<file path="src/rtl/ifc_pkg.sv">
// ifc_pkg: shared types and constants for the instruction fetch controller.
package ifc_pkg;

    // Byte distance between consecutive instruction words
    localparam int unsigned PC_STEP = 4;

    // Width of the optional performance counters
    localparam int unsigned CNT_W = 32;

    // One prefetch queue entry: the fetched word and its address + 4
    typedef struct packed {
        logic [31:0] pc4;
        logic [31:0] instr;
    } ifc_entry_t;

endpackage

</file>
<file path="src/rtl/ifc_prefetch_q.sv">
// ifc_prefetch_q: 2-entry register queue feeding the ID stage.
// Slot 0 is always the head. When the queue is empty the head outputs show
// the most recently popped entry (zero after reset).
module ifc_prefetch_q
    import ifc_pkg::*;
(
    input  logic       clk,
    input  logic       rst_n,
    input  logic       push,
    input  logic       pop,
    input  logic       clear,
    input  ifc_entry_t din,
    output ifc_entry_t head,
    output logic [1:0] count
);

    ifc_entry_t q0_q, q0_d;
    ifc_entry_t q1_q, q1_d;
    ifc_entry_t last_q, last_d;
    logic [1:0] count_q, count_d;

    // Next-state: push/pop bookkeeping, clear empties the queue (a same-cycle pop still retires)
    always_comb begin
        q0_d    = q0_q;
        q1_d    = q1_q;
        last_d  = last_q;
        count_d = count_q;
        if (pop) begin
            last_d = q0_q;
        end
        if (clear) begin
            count_d = 2'd0;
        end else begin
            unique case ({push, pop})
                2'b10: begin
                    if (count_q == 2'd0) begin
                        q0_d = din;
                    end else begin
                        q1_d = din;
                    end
                    count_d = count_q + 2'd1;
                end
                2'b01: begin
                    if (count_q == 2'd2) begin
                        q0_d = q1_q;
                    end
                    count_d = count_q - 2'd1;
                end
                2'b11: begin
                    // Occupancy unchanged; the new word lands behind the surviving entry
                    if (count_q == 2'd1) begin
                        q0_d = din;
                    end else begin
                        q0_d = q1_q;
                        q1_d = din;
                    end
                end
                default: ;
            endcase
        end
    end

    // State register with synchronous active-low reset
    always_ff @(posedge clk) begin
        if (!rst_n) begin
            q0_q    <= '0;
            q1_q    <= '0;
            last_q  <= '0;
            count_q <= 2'd0;
        end else begin
            q0_q    <= q0_d;
            q1_q    <= q1_d;
            last_q  <= last_d;
            count_q <= count_d;
        end
    end

    // Head shows the live entry, or the last retired one while empty
    always_comb begin
        head  = (count_q != 2'd0) ? q0_q : last_q;
        count = count_q;
    end

endmodule

</file>
<file path="src/rtl/inst_fetch_ctrl.sv">
// inst_fetch_ctrl: IF-stage fetch sequencer. Owns the fetch PC, drives the
// combinational instruction memory, buffers words in a 2-entry prefetch queue
// and redirects on taken branches.
// Optional feature: define IFC_PERF_CNT_EN to add fetch/stall/flush counters.
module inst_fetch_ctrl
    import ifc_pkg::*;
#(
    parameter logic [31:0] RESET_PC = 32'h0,
    parameter int unsigned DEPTH    = 2
) (
    input  logic              clk,
    input  logic              rst_n,
    output logic [31:0]       mem_addr,
    input  logic [31:0]       mem_instr,
    input  logic              br_taken,
    input  logic [31:0]       br_addr,
    output logic              id_valid,
    input  logic              id_ready,
    output logic [31:0]       id_instr,
`ifdef IFC_PERF_CNT_EN
    output logic [CNT_W-1:0]  fetch_cnt,
    output logic [CNT_W-1:0]  stall_cnt,
    output logic [CNT_W-1:0]  flush_cnt,
`endif
    output logic [31:0]       id_pc
);

    if (DEPTH != 2) begin : gen_depth_chk
        $error("inst_fetch_ctrl: only DEPTH == 2 is supported");
    end

    logic [31:0] fpc_q, fpc_d;
    logic [31:0] fpc_inc;
    logic [1:0]  count;
    logic        push, pop;
    ifc_entry_t  din, head;

    // Target alignment bits are dropped
    logic unused_br_lsb;
    assign unused_br_lsb = ^br_addr[1:0];

    // Handshake and fetch decisions; a branch suppresses the fetch of the wrong-path word
    always_comb begin
        fpc_inc  = fpc_q + 32'(PC_STEP);
        id_valid = (count != 2'd0);
        pop      = id_valid && id_ready;
        push     = ((count < 2'd2) || pop) && !br_taken;
        mem_addr = fpc_q;
        din      = '{pc4: fpc_inc, instr: mem_instr};
        id_instr = head.instr;
        id_pc    = head.pc4;
    end

    // Next fetch PC: redirect wins over sequential advance; wraps modulo 2^32
    always_comb begin
        fpc_d = fpc_q;
        if (br_taken) begin
            fpc_d = {br_addr[31:2], 2'b00};
        end else if (push) begin
            fpc_d = fpc_inc;
        end
    end

    // Fetch PC register
    always_ff @(posedge clk) begin
        if (!rst_n) begin
            fpc_q <= RESET_PC;
        end else begin
            fpc_q <= fpc_d;
        end
    end

    ifc_prefetch_q u_prefetch_q (
        .clk   (clk),
        .rst_n (rst_n),
        .push  (push),
        .pop   (pop),
        .clear (br_taken),
        .din   (din),
        .head  (head),
        .count (count)
    );

`ifdef IFC_PERF_CNT_EN
    logic [CNT_W-1:0] fetch_cnt_q, stall_cnt_q, flush_cnt_q;

    // Free-running event counters, wrap on overflow
    always_ff @(posedge clk) begin
        if (!rst_n) begin
            fetch_cnt_q <= '0;
            stall_cnt_q <= '0;
            flush_cnt_q <= '0;
        end else begin
            if (push) begin
                fetch_cnt_q <= fetch_cnt_q + 1'b1;
            end
            if (id_valid && !id_ready) begin
                stall_cnt_q <= stall_cnt_q + 1'b1;
            end
            if (br_taken) begin
                flush_cnt_q <= flush_cnt_q + 1'b1;
            end
        end
    end

    assign fetch_cnt = fetch_cnt_q;
    assign stall_cnt = stall_cnt_q;
    assign flush_cnt = flush_cnt_q;
`endif

endmodule
</file>
<file path="config.mk">
export PLATFORM = sky130hd
export DESIGN_NAME = inst_fetch_ctrl
export DESIGN_NICKNAME = d
export VERILOG_FILES = /design/src/rtl/ifc_pkg.sv /design/src/rtl/ifc_prefetch_q.sv /design/src/rtl/inst_fetch_ctrl.sv
export SDC_FILE = /design/constraint.sdc
export NUM_CORES = 1
export LEC_CHECK = 0
export CAP_MARGIN = 10
export CELL_PAD_IN_SITES_DETAIL_PLACEMENT = 2
export CELL_PAD_IN_SITES_GLOBAL_PLACEMENT = 2
export CORE_UTILIZATION = 36
export DETAILED_ROUTE_END_ITERATION = 6
export GPL_TIMING_DRIVEN = 0
export PLACE_DENSITY = 0.94
export SYNTH_ARGS = -nofsm -noshare
export SYNTH_HDL_FRONTEND = slang
export SYNTH_HIERARCHICAL = 1
export SYNTH_SLANG_ARGS = --single-unit
</file>
<file path="constraint.sdc">
create_clock -name clk -period 5.9 [get_ports clk]
set_clock_uncertainty 0.1 [all_clocks]
set_input_delay 1.18 -clock clk [delete_from_list [all_inputs] [get_ports clk]]
set_output_delay 1.18 -clock clk [all_outputs]
set_load 0.01 [all_outputs]
</file>
==> flow_summary.toml, run 1 <==
[sta]
rsz0062_at_grt = "no"
relSlewSlack_pct = 27.57
max_freq_mhz = 222.9
setup_tns_ns = 0
hold_ws_ns = 0.3846
hold_viol = 0
drv_slew = 0
finalCritPeriodShare_pct = 76.04
setup_viol = 0
period_needed_ns = 4.486
worst_pin_slew_ns = 1.078

[power_and_ir_drop]
leakage_nw = 5.065
p_per_area_nw_per_um2 = 276.8
ir_drop_mv = 0.1901

[place]
gp_congestion = 0.8589
hpwlAfterDp_um = 36010
io_buffers = 160

[global_routing]
grtUsageTotal_pct = 32.77
grt_max_degree = 13
grt_pass1_wl_um = 84430
grt_pass1_vias = 13710
grt-ovfl-total = 0
antenna_found_initial = 0

[setup_path]
cp-start-kind = "flop"
critPathRequiredTime_ns = 4.62
end_kind = "output port"
worstPathArrival_ns = 3.21
crit_fanout = 10
worst-setup-path-type = "reg -> out"

[cts]
cts_root_buf = "clkbuf_16"
numCtsBuffers = 26
ctsHoldBuffers = 0
cts_sinks = 224
postCtsSetupBuffers = 0
cts_max_level = 1
cts_max_path_buffers = 3
cts_tree = "yes"
cts_resized = 0
path_clk_slew_ns = 0.06
clk_latency_ns = 0.55

[synthesis]
netlist_area_um2 = 11580
synthCells = 1305
synth-seq-area-share_pct = 38.72
syn_area_per_cell_um2 = 8.874
synthDominantAreaCellType = "dfxtp_1"
synth_flop_cell = "dfxtp_1"
synth_edf_count = 0
synth-seq-cells = 224
synth.distinct_cells = 58
synthTopCellsByArea = "dfxtp_1, mux2_1, mux2i_1"
yosys_warnings = 6
ys_async_sr_fraction_pct = 0
netlist.area_leader.share_pct = 38.72

[detailed_routing]
drc = 0
firstDrtPassIters = 6
viasPerCell = 6.493
wl_per_cell_um = 28.40
dr.first_iter.drc_count = 666
routed_wl_um = 54410
final_antenna_net_count = 0
routed-via-count = 12440

[floorplan]
die_x_um = 181.4
die_h_um = 181.4
std_cell_rows = 65
core_um2 = 31640
io_pins = 165
die_area_um2 = 32890
initial_core_util_pct = 36.61

[final_layout]
mostFrequentLayoutCell = "dfxtp_1"
finalNetCount = 1576
area_growth_pct = 25.44
n_fill_cell = 3354
antennaDiodeCount = 0
mostFrequentLayoutCells = "dfxtp_1, clkdlybuf4s50_1, o21ai_0"
drive_above_1_share_pct = 10.50

[run_status]
run_status = "complete, no violations"

[worst_hold_path]
hp-class = "reg -> reg"

[flow_run]
max_cap_violations = 0
[through the flow]
step	power (mW)	util (%)	instances	instance area, um2	setup slack [ns]
after global routing	4.134	45.92	1916	14530	1.368
after floorplan	2.062	-	1310	11600	2.742
after detailed placement	2.390	43.34	1872	13710	1.175
after global placement	2.337	43.32	1872	13700	1.422
final	4.021	45.92	1916	14530	1.414
after CTS	4.021	45.92	1916	14530	1.444
[cell type report]
class / instances / area (um2) / area share, %
flip-flops and latches: 224 / 4484 / 30.87
clock inverters: 8 / 67.56 / 0.4651
plain buffers: 159 / 772.0 / 5.314
well taps: 402 / 503.0 / 3.462
repair buffers: 160 / 1602 / 11.02
clock buffers: 36 / 749.5 / 5.159
multi-input cells: 918 / 6316 / 43.48
inverters: 9 / 33.78 / 0.2325
[synth_stat cells, types with 4 or more instances]
cell and number:
nor2_1 86, a31oi_1 76, o21ai_0 123, o21ai_1 7, a311oi_1 69, o31ai_1 72
xor2_1 20, buf_6 6, o211ai_1 64, nor3_1 11, and3_1 8, mux2_1 64
nand2_1 23, clkbuf_1 52, ha_1 10, nand2b_1 8, nor2b_1 7, dfxtp_1 224
nand4_1 12, inv_1 7, a21oi_1 74, nand3_1 37, nor4_1 8, mux2i_1 64
buf_2 94, xnor2_1 17, or3_1 4, or4_1 12
[flip-flops by register name, indices dropped and copies added (netlist names)]
| name | cells |
|---|---|
| mem_addr | 30 |
| u_prefetch_q/q1_q | 64 |
| u_prefetch_q/last_q | 64 |
| u_prefetch_q/count | 2 |
| u_prefetch_q/q0_q | 64 |
[worst max-delay path, cell delays in order, from the launching register on]
cell	delay (ns)
dfxtp_1	0.40
inv_1	0.18
ha_1	0.29
buf_2	0.42
buf_2	0.42
mux2_1	0.41
clkdlybuf4s50_1	0.54
[per-layer routing]
metal / GRT usage [%] / up-vias / wire [um]
met2: 57.06 / 634 / 26830
met1: 38.92 / 6254 / 21630
met4: 16.03 / 0 / 2501
li1: - / 5365 / -
met3: 5.442 / 188 / 3448
met5: 0 / - / 0
[logic make-up (layout without fill, tap and decap cells)]
| logic type | count (synthesis) | count (layout) | synth area share, % |
|---|---|---|---|
| adder cells (fa/ha/maj) | 10 | 10 | 1.080 |
| other | 1 | 6 | 0.03238 |
| AO/OA/AOI/OAI | 501 | 501 | 28.19 |
| flip-flops | 224 | 224 | 38.72 |
| buffers and inverters | 168 | 372 | 6.958 |
| XOR/XNOR | 37 | 37 | 2.798 |
| multiplexers | 128 | 128 | 11.75 |
| AND/OR/NAND/NOR | 236 | 236 | 10.47 |
[path summary, 6_finish.rpt]
| path | startpoint | endpoint | slack (ns) | depth (start not counted) |
|---|---|---|---|---|
| max | u_prefetch_q/count[1] | id_pc[18] | 1.41 | 6 |
| min | u_prefetch_q/q1_q[44] | u_prefetch_q/q1_q[44] | 0.38 | 2 |
| max reg2reg | u_prefetch_q/count[1] | u_prefetch_q/q0_q[37] | 2.09 | 11 |
| min reg2reg | u_prefetch_q/q1_q[44] | u_prefetch_q/q1_q[44] | 0.38 | 2 |
[power breakdown]
part | internal (mW) | leakage, nW | switching [mW]
Clock | 0.922 | 0.405 | 0.691
Sequential | 1.59 | 1.83 | 0.0903
Combinational | 0.279 | 2.83 | 0.447
Note: power is estimated with default switching activity, not from simulation.
==> inputs of run 2 (changes only) <==
--- a/config.mk
+++ b/config.mk
@@ -8,10 +8,10 @@
 export CAP_MARGIN = 10
 export CELL_PAD_IN_SITES_DETAIL_PLACEMENT = 2
 export CELL_PAD_IN_SITES_GLOBAL_PLACEMENT = 2
-export CORE_UTILIZATION = 36
+export CORE_UTILIZATION = 34
 export DETAILED_ROUTE_END_ITERATION = 6
 export GPL_TIMING_DRIVEN = 0
-export PLACE_DENSITY = 0.94
+export PLACE_DENSITY = 0.9
 export SYNTH_ARGS = -nofsm -noshare
 export SYNTH_HDL_FRONTEND = slang
 export SYNTH_HIERARCHICAL = 1
==> constraint.sdc (replaced) <==
create_clock -name clk -period 4.46 [get_ports clk]
set_clock_uncertainty 0.1 [all_clocks]
set_input_delay 0.892 -clock clk [delete_from_list [all_inputs] [get_ports clk]]
set_output_delay 0.892 -clock clk [all_outputs]
set_load 0.01 [all_outputs]
==> flow_summary.toml, run 2 (synthesis gave the netlist of run 1 again) <==
[run_status]
run_status = "complete, no violations"

[setup_path]
reg2reg_slack_ns = 0.70
crit_fanout = 10
critPathRequiredTime_ns = 4.76
worst-setup-path-type = "in -> reg"
reg2reg_depth = 11
worstPathArrival_ns = 4.36
end_kind = "flop"
cp-start-kind = "input port"

[global_routing]
antenna_found_initial = 0
grt_use_met1_pct = 33.50
top_usage_layer = "met2"
grt_pass1_vias = 13130
grt-ovfl-total = 0
use_met3_pct = 3.856
grt_pass1_wl_um = 77220
grtUsageTotal_pct = 27.67
grt_max_degree = 14
use_met2_pct = 48.48

[place]
io_buffers = 160
hpwlAfterDp_um = 34160
place_area_um2 = 13770
gp_congestion = 0.8474

[power_and_ir_drop]
fin_total_pwr_mw = 5.579
leakage_nw = 5.136
p_per_area_nw_per_um2 = 378.6
ir_drop_mv = 0.2682

[final_layout]
fin_area_um2 = 14740
mostFrequentLayoutCells = "dfxtp_1, clkdlybuf4s50_1, o21ai_0"
antennaDiodeCount = 0
area_growth_pct = 27.24
finalNetCount = 1578
drive_above_1_share_pct = 10.66
mostFrequentLayoutCell = "dfxtp_1"
final_core_util_pct = 43.94
largest_registers = "u_prefetch_q/last_q x64, u_prefetch_q/q0_q x64, u_prefetch_q/q1_q x64"
n_fill_cell = 3634

[floorplan]
die_h_um = 186.6
initial_core_util_pct = 34.54
die_area_um2 = 34800
std_cell_rows = 67
core_um2 = 33530
io_pins = 165
die_x_um = 186.6

[cts]
cts_sinks = 224
ctsHoldBuffers = 0
cts_tree = "yes"
cts_root_buf = "clkbuf_16"
path_clk_slew_ns = 0.06
clk_latency_ns = 0.55
cts_max_path_buffers = 3
cts_max_level = 1
cts_resized = 0
numCtsBuffers = 27
postCtsSetupBuffers = 0

[detailed_routing]
firstDrtPassIters = 5
wl_per_cell_um = 25.12
viasPerCell = 6.070
routed_wl_um = 49440
final_antenna_net_count = 0
drc = 0
dr.first_iter.drc_count = 615
routed-via-count = 11950

[sta]
rsz0062_at_grt = "no"
finalCritPeriodShare_pct = 91.09
setup_tns_ns = 0
worst_pin_slew_ns = 1.059
period_needed_ns = 4.063
setup_viol = 0
hold_viol = 0
hold_ws_ns = 0.3732
drv_slew = 0
relSlewSlack_pct = 29.38
max_freq_mhz = 246.1

[worst_hold_path]
hold_depth = 2
hp-class = "reg -> reg"

[flow_run]
max_cap_violations = 0
## run 2: layout make-up
class	instances	area [um2]	share of cell area (%)
multi-input cells	918	6310	42.82
flip-flops and latches	224	4484	30.43
repair buffers	161	1607	10.90
plain buffers	159	772.0	5.239
clock buffers	38	757.0	5.137
well taps	448	560.5	3.804
clock inverters	11	211.5	1.435
inverters	9	33.78	0.2293
## run 2: final timing paths
| path | startpoint | endpoint |
|---|---|---|
| max | id_ready | u_prefetch_q/q0_q[47] |
| max reg2reg | u_prefetch_q/count[0] | u_prefetch_q/q0_q[47] |
| min reg2reg | u_prefetch_q/q1_q[24] | u_prefetch_q/q1_q[24] |
| min | u_prefetch_q/q1_q[24] | u_prefetch_q/q1_q[24] |
## run 2: layer usage
metal / share of wire (%) / vias up
met5: 0 / -
met3: 4.7 / 128
met1: 42 / 6051
met2: 50 / 404
met4: 4.1 / 0
li1: - / 5362
## run 2: worst max-delay path, cell delays in order
cell and delay (ns):
clkdlybuf4s50_1 0.59, and2_1 0.35, buf_2 0.42, buf_2 0.39, inv_2 0.10, ha_1 0.20, nor2_1 0.19, buf_2 0.34
buf_2 0.30, a31oi_1 0.13, a311oi_1 0.43
## run 2: metrics by stage
step           std cells  setup WS [ns]
2_1_floorplan       1310          1.590
3_3_place_gp        1918         0.2369
3_5_place_dp        1919        0.06704
4_1_cts             1968         0.4824
5_1_grt             1968         0.3269
6_report            1968         0.3973
## run 2: power by group
part / switching (mW) / total (mW) / leakage (nW) / internal [mW]
clock: 0.906 / 2.43 / 0.471 / 1.52
combinational: 0.564 / 0.933 / 2.84 / 0.369
sequential: 0.111 / 2.22 / 1.83 / 2.11
total: 1.58 / 5.58 / 5.14 / 4.00
